[config.mk]
export PLATFORM = sky130hd
export DESIGN_NAME = avalon_cipher_master_flat
export DESIGN_NICKNAME = d
export VERILOG_FILES = /design/src/rtl/avalon_cipher_master_if.sv /design/src/rtl/avalon_cipher_master.sv /design/src/flat_wrapper.sv
export SDC_FILE = /design/constraint.sdc
export NUM_CORES = 1
export LEC_CHECK = 0
export CAP_MARGIN = 20
export CORE_ASPECT_RATIO = 0.7
export CORE_MARGIN = 4
export CORE_UTILIZATION = 50
export DETAILED_ROUTE_END_ITERATION = 16
export GPL_ROUTABILITY_DRIVEN = 0
export PLACE_DENSITY = 0.8
export SYNTH_ARGS = -nofsm -noshare
export SYNTH_HDL_FRONTEND = slang
export SYNTH_SLANG_ARGS = --single-unit
export TNS_END_PERCENT = 5
[constraint.sdc]
create_clock -name clk -period 5.3 [get_ports clk]
set_input_delay 1.06 -clock clk [delete_from_list [all_inputs] [get_ports clk]]
set_output_delay 1.06 -clock clk [all_outputs]
set_load 0.1 [all_outputs]
[src/rtl/avalon_cipher_master_if.sv]
// Handshake and Avalon-MM bus bundle for the cipher initiator.
// The master modport is the initiator's view; the slave modport is the opposite side.
interface avalon_cipher_master_if #(
    parameter int unsigned DATA_W    = 32,
    parameter int unsigned BLK_WORDS = 4,
    parameter int unsigned KEY_WORDS = 4,
    parameter int unsigned RD_WORDS  = 4
);
    logic                            start_valid;
    logic                            start_ready;
    logic [BLK_WORDS*DATA_W-1:0]     blk_in;
    logic [KEY_WORDS*DATA_W-1:0]     key_in;
    logic                            res_valid;
    logic                            res_ready;
    logic [RD_WORDS*DATA_W-1:0]      res_data;
    logic                            err;
    logic                            busy;
    logic                            avm_address;
    logic                            avm_write;
    logic [DATA_W-1:0]               avm_writedata;
    logic                            avm_read;
    logic [DATA_W-1:0]               avm_readdata;
    logic                            avm_waitrequest;

    modport master (
        input  start_valid, blk_in, key_in, res_ready, avm_readdata, avm_waitrequest,
        output start_ready, res_valid, res_data, err, busy,
               avm_address, avm_write, avm_writedata, avm_read
    );

    modport slave (
        output start_valid, blk_in, key_in, res_ready, avm_readdata, avm_waitrequest,
        input  start_ready, res_valid, res_data, err, busy,
               avm_address, avm_write, avm_writedata, avm_read
    );
endinterface

[src/rtl/avalon_cipher_master.sv]
// Avalon-MM initiator for the cipher slave: writes block then key words,
// reads the result words back, and presents them on a valid/ready output.
module avalon_cipher_master #(
    parameter int unsigned DATA_W      = 32,
    parameter int unsigned BLK_WORDS   = 4,
    parameter int unsigned KEY_WORDS   = 4,
    parameter int unsigned RD_WORDS    = 4,
    parameter logic        WR_ADDR     = 1'b1,
    parameter logic        RD_ADDR     = 1'b1,
    parameter int unsigned TIMEOUT_CYC = 1023
) (
    input  logic                         clk,
    input  logic                         reset,
    avalon_cipher_master_if.master       bus
);
    localparam int unsigned WR_WORDS  = BLK_WORDS + KEY_WORDS;
    localparam int unsigned MAX_WORDS = (WR_WORDS > RD_WORDS) ? WR_WORDS : RD_WORDS;
    localparam int unsigned IDX_W     = (MAX_WORDS > 1) ? $clog2(MAX_WORDS) : 1;
    localparam int unsigned TO_W      = (TIMEOUT_CYC > 1) ? $clog2(TIMEOUT_CYC) : 1;
    localparam logic [IDX_W-1:0] LAST_WR = IDX_W'(WR_WORDS - 1);
    localparam logic [IDX_W-1:0] LAST_RD = IDX_W'(RD_WORDS - 1);
    localparam logic [TO_W-1:0]  TO_LAST = TO_W'(TIMEOUT_CYC - 1);

    typedef enum logic [1:0] {IDLE, WRITE, READ, DONE} state_t;

    state_t                        state, state_d;
    logic [WR_WORDS*DATA_W-1:0]    shreg;
    logic [RD_WORDS*DATA_W-1:0]    res_q;
    logic [IDX_W-1:0]              idx;
    logic [TO_W-1:0]               wait_cnt;
    logic                          err_q;
    logic                          accept, xfer, stall, timeout;

    always_ff @(posedge clk or negedge reset) begin
        if (!reset) state <= IDLE;
        else        state <= state_d;
    end

    always_comb begin
        state_d = state;
        accept  = 1'b0;
        xfer    = 1'b0;
        stall   = 1'b0;
        timeout = 1'b0;
        case (state)
            IDLE: if (bus.start_valid) begin
                accept  = 1'b1;
                state_d = WRITE;
            end
            WRITE: if (!bus.avm_waitrequest) begin
                xfer = 1'b1;
                if (idx == LAST_WR) state_d = READ;
            end else begin
                stall = 1'b1;
            end
            READ: if (!bus.avm_waitrequest) begin
                xfer = 1'b1;
                if (idx == LAST_RD) state_d = DONE;
            end else begin
                stall = 1'b1;
            end
            DONE: if (bus.res_ready) state_d = IDLE;
            default: state_d = IDLE;
        endcase
        // The stall that brings the count to TIMEOUT_CYC aborts on the following edge.
        if (stall && (TIMEOUT_CYC != 0) && (wait_cnt == TO_LAST)) begin
            timeout = 1'b1;
            state_d = IDLE;
        end
    end

    always_ff @(posedge clk or negedge reset) begin
        if (!reset) begin
            shreg    <= '0;
            res_q    <= '0;
            idx      <= '0;
            wait_cnt <= '0;
            err_q    <= 1'b0;
        end else begin
            err_q <= timeout;
            if (accept) begin
                shreg    <= {bus.key_in, bus.blk_in};
                idx      <= '0;
                wait_cnt <= '0;
            end else if (xfer) begin
                wait_cnt <= '0;
                idx      <= (state_d == state) ? idx + 1'b1 : '0;
                if (state == WRITE) shreg <= shreg >> DATA_W;
                else                res_q <= {bus.avm_readdata, res_q[RD_WORDS*DATA_W-1:DATA_W]};
            end else if (stall) begin
                wait_cnt <= timeout ? '0 : wait_cnt + 1'b1;
            end
        end
    end

    // Bus strobes decode the state register, so reset drops them without a clock.
    assign bus.start_ready   = (state == IDLE);
    assign bus.busy          = (state != IDLE);
    assign bus.res_valid     = (state == DONE);
    assign bus.res_data      = res_q;
    assign bus.err           = err_q;
    assign bus.avm_write     = (state == WRITE);
    assign bus.avm_read      = (state == READ);
    assign bus.avm_writedata = (state == WRITE) ? shreg[DATA_W-1:0] : '0;
    assign bus.avm_address   = (state == WRITE) ? WR_ADDR :
                               (state == READ)  ? RD_ADDR : 1'b0;
endmodule

[src/flat_wrapper.sv]
// flat-port wrapper written by rule: the top's interface ports become plain ports
module avalon_cipher_master_flat 
#(
    parameter int unsigned DATA_W      = 32,
    parameter int unsigned BLK_WORDS   = 4,
    parameter int unsigned KEY_WORDS   = 4,
    parameter int unsigned RD_WORDS    = 4,
    parameter logic        WR_ADDR     = 1'b1,
    parameter logic        RD_ADDR     = 1'b1,
    parameter int unsigned TIMEOUT_CYC = 1023
)
  (clk, reset, bus_start_valid, bus_blk_in, bus_key_in, bus_res_ready, bus_avm_readdata, bus_avm_waitrequest, bus_start_ready, bus_res_valid, bus_res_data, bus_err, bus_busy, bus_avm_address, bus_avm_write, bus_avm_writedata, bus_avm_read);
  avalon_cipher_master_if #(.DATA_W(DATA_W), .BLK_WORDS(BLK_WORDS), .KEY_WORDS(KEY_WORDS), .RD_WORDS(RD_WORDS)) bus_i ();
  input  logic clk;
  input  logic reset;
  input wire logic [$bits(bus_i.start_valid)-1:0] bus_start_valid;
  input wire logic [$bits(bus_i.blk_in)-1:0] bus_blk_in;
  input wire logic [$bits(bus_i.key_in)-1:0] bus_key_in;
  input wire logic [$bits(bus_i.res_ready)-1:0] bus_res_ready;
  input wire logic [$bits(bus_i.avm_readdata)-1:0] bus_avm_readdata;
  input wire logic [$bits(bus_i.avm_waitrequest)-1:0] bus_avm_waitrequest;
  output wire logic [$bits(bus_i.start_ready)-1:0] bus_start_ready;
  output wire logic [$bits(bus_i.res_valid)-1:0] bus_res_valid;
  output wire logic [$bits(bus_i.res_data)-1:0] bus_res_data;
  output wire logic [$bits(bus_i.err)-1:0] bus_err;
  output wire logic [$bits(bus_i.busy)-1:0] bus_busy;
  output wire logic [$bits(bus_i.avm_address)-1:0] bus_avm_address;
  output wire logic [$bits(bus_i.avm_write)-1:0] bus_avm_write;
  output wire logic [$bits(bus_i.avm_writedata)-1:0] bus_avm_writedata;
  output wire logic [$bits(bus_i.avm_read)-1:0] bus_avm_read;
  assign bus_i.start_valid = bus_start_valid;
  assign bus_i.blk_in = bus_blk_in;
  assign bus_i.key_in = bus_key_in;
  assign bus_i.res_ready = bus_res_ready;
  assign bus_i.avm_readdata = bus_avm_readdata;
  assign bus_i.avm_waitrequest = bus_avm_waitrequest;
  assign bus_start_ready = bus_i.start_ready;
  assign bus_res_valid = bus_i.res_valid;
  assign bus_res_data = bus_i.res_data;
  assign bus_err = bus_i.err;
  assign bus_busy = bus_i.busy;
  assign bus_avm_address = bus_i.avm_address;
  assign bus_avm_write = bus_i.avm_write;
  assign bus_avm_writedata = bus_i.avm_writedata;
  assign bus_avm_read = bus_i.avm_read;
  avalon_cipher_master #(.DATA_W(DATA_W), .BLK_WORDS(BLK_WORDS), .KEY_WORDS(KEY_WORDS), .RD_WORDS(RD_WORDS), .WR_ADDR(WR_ADDR), .RD_ADDR(RD_ADDR), .TIMEOUT_CYC(TIMEOUT_CYC)) u_core (.clk(clk), .reset(reset), .bus(bus_i));
endmodule
==> reports/metrics.yaml, run 1 <==
slew_headroom: 0.271
coreArea_um2: 34000
place_hpwl_um: 35100
grtUsageTotal: 0.248
viasPerCell: 5.18
worstHoldPathType: "flop to flop"
seqPwrFrac: 0.312
yosys_warnings: 0
switching_share: 0.499
crit_fanout: 36
fill_cells: 2540
grt_overflow: 0
place_inst: 2293
drt-total-wl_um: 48400
synthTopCellsByCount: "400 x dfrtp_1, 232 x nand2_1, 226 x mux2i_1, 226 x o21ai_0, 102 x mux2_1"
synth_cells: 1456
power_frac_comb: 0.522
max_freq_mhz: 245
post_cts_buffers: 0
grt_pass1_wl_um: 73400
drive_gt1_frac: 0.0631
cts_buffer_depth: 3
drc: 0
syn_avg_cell_area_um2: 12.0
die_height_um: 164
grt_setup_unrepaired: "no"
skew_ns: 0.0196
cts_root_buffer: "clkbuf_16"
clk-insertion-delay-late_ns: 0.55
grt_max_degree: 149
synth_edf_count: 0
setup_violations: 0
clk_pin_slew_ns: 0.06
fin_tns_setup_ns: 0
ctsHoldBuffers: 0
antenna_found_initial: 16
ys_seq_area_frac: 0.573
postSynthNetCount: 1758
maxCapViolCount: 0
cts_buffers: 40
synth_cell_types: 44
fin_crit_sh: 0.769
port_buffers: 459
dieWidth_um: 231
seq_area_um2: 10000
switching_power_uw: 8430
path_class: "flop to primary output"
total_power_uw: 16900
synth_area_leaders: "dfrtp_1 57%, mux2i_1 13%, mux2_1 6.6%"
syn-cell-area_um2: 17500
p_leak_uw: 0.0102
synth.most_common_cell: "dfrtp_1"
cts_tree: "yes"
first_global_vias: 12700
start_kind: "flop"
post_cts_resized: 0
rows: 56
synth_top_area_share: 0.573
final_hold_viol_count: 0
p_per_area_nw_per_um2: 716
drt_iter0_markers: 747
wl_per_cell_um: 20.3
report.final.slew_viol_count: 0
fin_nets: 2174
clock_power_share: 0.166
cp_data_required_time_ns: 4.24
dominantRegCellSynth: "dfrtp_1"
worstPathArrival_ns: 3.01
end_kind: "primary output"
status: "finished, final reports clean"
num_vias: 12300
synth-async-reset-ratio: 1.00
ir_drop_mv: 0.725
multi_input_area_um2: 6770
clock-sinks: 400
h-tree-depth: 2
dieArea_um2: 38100
yosysTopAreaCell: "dfrtp_1"
antenna_left: 0
io-pin-count: 460
post-route-min-period_ns: 4.07
dr.pass1.iters: 5
tightest_slew_ns: 1.09
p_int_uw: 8470
start_util: 0.514
finalNonFillerCells: 2382
area_growth_pct: 35.0
synth_seq_cells: 400
metal layers:
layer	GRT usage	vias to the layer above	wire length, um
met5	0	-	46
met4	0.111	6	1940
met3	0.0574	114	2750
met2	0.378	338	22400
met1	0.343	5955	21200
li1	-	5930	-
path summary, 6_finish.rpt:
kind | startpoint | to | slack [ns] | cells after the start
worst max register to register | u_core.state[0]$_DFF_PN0_ | u_core.bus.res_data[75]$_DFFE_PN0P_ | 2.24 | 7
worst min-delay path | u_core.shreg[0]$_DFFE_PN0P_ | u_core.shreg[0]$_DFFE_PN0P_ | 0.47 | 2
max in group asynchronous | reset | u_core.shreg[125]$_DFFE_PN0P_ | 3.55 | 2
worst min register to register | u_core.shreg[0]$_DFFE_PN0P_ | u_core.shreg[0]$_DFFE_PN0P_ | 0.47 | 2
min in group asynchronous | reset | u_core.bus.res_data[17]$_DFFE_PN0P_ | 0.54 | 1
worst max-delay path | u_core.state[1]$_DFF_PN0_ | bus_avm_writedata[11] | 1.23 | 5
sequential cells by signal, summed over array words and instances, names as in the netlist:
name                 count
u_core.bus.err           1
u_core.idx               3
u_core.bus.res_data    128
u_core.state             2
u_core.wait_cnt         10
u_core.shreg           256
cells by family after synthesis:
family	count (synthesis)	share of synthesized area
flops	400	0.573
mux	354	0.212
simple gates	301	0.0747
compound gates	277	0.0903
buf+inv	109	0.0409
fa+ha+maj	9	0.00644
xor+xnor	6	0.00301
cell type report:
| cell class | instances | share of cell area |
|---|---|---|
| multi-input combinational | 947 | 0.287 |
| antenna | 16 | 0.00170 |
| inverter | 6 | 0.000954 |
| tap | 464 | 0.0246 |
| clock buffer | 52 | 0.0469 |
| timing repair buffer | 477 | 0.207 |
| sequential | 400 | 0.424 |
| clock inverter | 20 | 0.00822 |
cell usage in the layout (no fill, tap or decap), types with 7 or more instances in the layout:
master,n
clkdlybuf4s50_1,458
dfrtp_1,400
nand2_1,232
o21ai_0,226
mux2i_1,226
mux2_1,102
clkbuf_16,40
and2_1,33
a22o_1,33
mux2_2,26
diode_2,16
clkinv_2,11
buf_12,10
ha_1,9
nor2_1,8
buf_4,7
power by group through the flow:
stage                     Sequential (uW)  Combinational (uW)  Clock (uW)
after global routing                 5440                9310        3000
after floorplan                      8450                3380           0
after global placement               5230                8660           0
after CTS                            5270                8860        2870
final                                5280                8820        2800
after detailed placement             5310                8810           0
metrics by stage:
stage | instance area [um2] | setup WS (ns) | utilization | hold slack [ns]
floorplan | 17500 | 1.58 | - | 0.442
global placement | 22200 | 1.47 | 0.654 | 0.454
detailed placement | 22200 | 1.32 | 0.654 | 0.462
CTS | 23500 | 0.729 | 0.693 | 0.476
global route | 23600 | 1.12 | 0.694 | 0.496
finish | 23600 | 1.23 | 0.695 | 0.472
worst max-delay path, cell delays in order, from the launching register on:
cell	delay (ns)
dfrtp_1	0.43
inv_1	0.13
ha_1	0.40
buf_16	0.22
and2_1	0.15
clkdlybuf4s50_1	1.13
Power figures use the tool's default switching activity.
==> run 2, diff against run 1 <==
--- a/config.mk
+++ b/config.mk
@@ -8,10 +8,10 @@
 export CAP_MARGIN = 20
 export CORE_ASPECT_RATIO = 0.7
 export CORE_MARGIN = 4
-export CORE_UTILIZATION = 50
+export CORE_UTILIZATION = 44
 export DETAILED_ROUTE_END_ITERATION = 16
 export GPL_ROUTABILITY_DRIVEN = 0
-export PLACE_DENSITY = 0.8
+export PLACE_DENSITY = 0.74
 export SYNTH_ARGS = -nofsm -noshare
 export SYNTH_HDL_FRONTEND = slang
 export SYNTH_SLANG_ARGS = --single-unit
==> constraint.sdc (replaced) <==
create_clock -name clk -period 3.48 [get_ports clk]
set_input_delay 0.696 -clock clk [delete_from_list [all_inputs] [get_ports clk]]
set_output_delay 0.696 -clock clk [all_outputs]
set_load 0.1 [all_outputs]
==> reports/metrics.yaml, run 2 (synthesized netlist as in run 1, its figures left out) <==
post-route-min-period_ns: 3.03
max_freq_mhz: 330
rows: 60  # +7.1%
r2r_slack_ns: 0.72  # -1.52 ns
skew_ns: 0.0180  # -0.00163 ns
cp_slowest_cell: "dfrtp_1"
setup_violations: 0  # unchanged
slew_headroom: 0.321  # +0.0505
clk-insertion-delay-late_ns: 0.54  # about the same
antenna_left: 0  # unchanged
drc: 0  # unchanged
drt_iter0_markers: 710  # -5.0%
cts_buffers: 40  # unchanged
start_util: 0.450  # -0.0640
dieWidth_um: 246  # +6.4%
ctsHoldBuffers: 0  # unchanged
area_growth_pct: 36.6
final_cell_mix: "400 x dfrtp_1, 348 x clkdlybuf4s50_1, 232 x nand2_1, 226 x o21ai_0, 226 x mux2i_1"
worstPathArrival_ns: 2.34  # -0.67 ns
dr.pass1.iters: 5  # unchanged
hold_ws_ns: 0.140  # -0.332 ns
place_inst: 2365  # +3.1%
fin_nets: 2182  # +0.37%
fin_tns_setup_ns: 0  # unchanged
p_leak_uw: 0.0105  # +3.0%
cts_tree: "yes"
dieArea_um2: 43000  # +13%
clock-sinks: 400  # unchanged
path_class: "flop to primary output"
post_cts_resized: 0  # unchanged
antenna_found_initial: 13  # -3
grt_pass1_wl_um: 74400  # +1.4%
status: "finished, final reports clean"
drt-total-wl_um: 48300  # -0.14%
cts_root_buffer: "clkbuf_16"
setup_ws_ns: 0.447  # -0.779 ns
grtUsageTotal: 0.220  # -0.0280
die_height_um: 175  # +6.3%
largest_register: "u_core.shreg"
tightest_slew_ns: 1.02  # -0.0755 ns
end_kind: "primary output"
dpl_worst_slack_ns: 0.586  # -0.736 ns
coreArea_um2: 38800  # +14%
drive_gt1_frac: 0.121  # +0.0579
grt_overflow: 0  # unchanged
worstHoldPathType: "primary input to async pin"
crit_family: "buffers and inverters"
critical-path-max-stage-delay_ns: 0.50  # -0.63 ns
crit_fanout: 35  # -2.8%
cp_data_required_time_ns: 2.78  # -1.46 ns
io-pin-count: 460  # unchanged
maxCapViolCount: 0  # unchanged
critPathBufInv: 2  # -1
clk_pin_slew_ns: 0.07  # about the same
grt_setup_unrepaired: "no"
p_per_area_nw_per_um2: 1080  # +51%
first_global_vias: 12500  # -1.5%
grt_max_degree: 128  # -14%
fin_crit_sh: 0.872
report.final.slew_viol_count: 0  # unchanged
largest_reg_flops: 256  # unchanged
h-tree-depth: 2  # unchanged
viasPerCell: 4.99  # -3.7%
final_common_cell: "dfrtp_1"
final_hold_viol_count: 0  # unchanged
ir_drop_mv: 1.16  # +59%
path_cells: "ha_1 -> buf_4 -> and2_1 -> buf_12"
finalNonFillerCells: 2446  # +2.7%
total_power_uw: 25900  # +53%
place_hpwl_um: 35900  # +2.4%
start_kind: "flop"
wl_per_cell_um: 19.7  # -2.8%
num_vias: 12200  # -1.1%
post_cts_buffers: 0  # unchanged
port_buffers: 459  # unchanged
cts_buffer_depth: 3  # unchanged
==> run 2: path summary, 6_finish.rpt <==
kind / start / cells after the start / end
max: u_core.state[0]$_DFF_PN0_ / 4 / bus_avm_writedata[27]
min: reset / 1 / u_core.shreg[32]$_DFFE_PN0P_
max reg2reg: u_core.state[0]$_DFF_PN0_ / 8 / u_core.bus.res_data[75]$_DFFE_PN0P_
min reg2reg: u_core.shreg[13]$_DFFE_PN0P_ / 2 / u_core.shreg[13]$_DFFE_PN0P_
max in group asynchronous: reset / 2 / u_core.shreg[142]$_DFFE_PN0P_
min in group clk: u_core.shreg[13]$_DFFE_PN0P_ / 2 / u_core.shreg[13]$_DFFE_PN0P_
==> run 2: power breakdown <==
part           internal (uW)  switching, uW
sequential              6680           1340
combinational           3940           9680
clock                   2440           1810
total                  13100          12800
==> run 2: routing by layer <==
metal / global-route usage / part of all wire / vias up
met4: 0.0754 / 0.026 / 6
met5: 0 / 0.00085 / -
met1: 0.305 / 0.45 / 5928
li1: - / - / 5944
met2: 0.349 / 0.48 / 256
met3: 0.0433 / 0.048 / 69
==> run 2: through the flow <==
stage | utilization | cell area, um2
after floorplan | - | 17500
after global placement | 0.581 | 22600
after detailed placement | 0.581 | 22600
after CTS | 0.615 | 23900
after global routing | 0.615 | 23900
final | 0.615 | 23900
==> run 2: final cells by class <==
type	count	area [um2]
antenna	10	25.0
clock buffer	59	1140
clock inverter	12	144
fill	3111	14900
inverter	6	22.5
multi-input combinational	947	6770
sequential	400	10000
tap	527	659
timing repair buffer	485	5110
==> run 2: worst reg2reg max path: cells and delay by family, from the launching register on <==
family,cells,cell delay [ns]
DFF,1,0.50
adders and majority gates,1,0.47
buffers and inverters,3,0.78
and+or+nand+nor,3,0.51
muxes,1,0.39
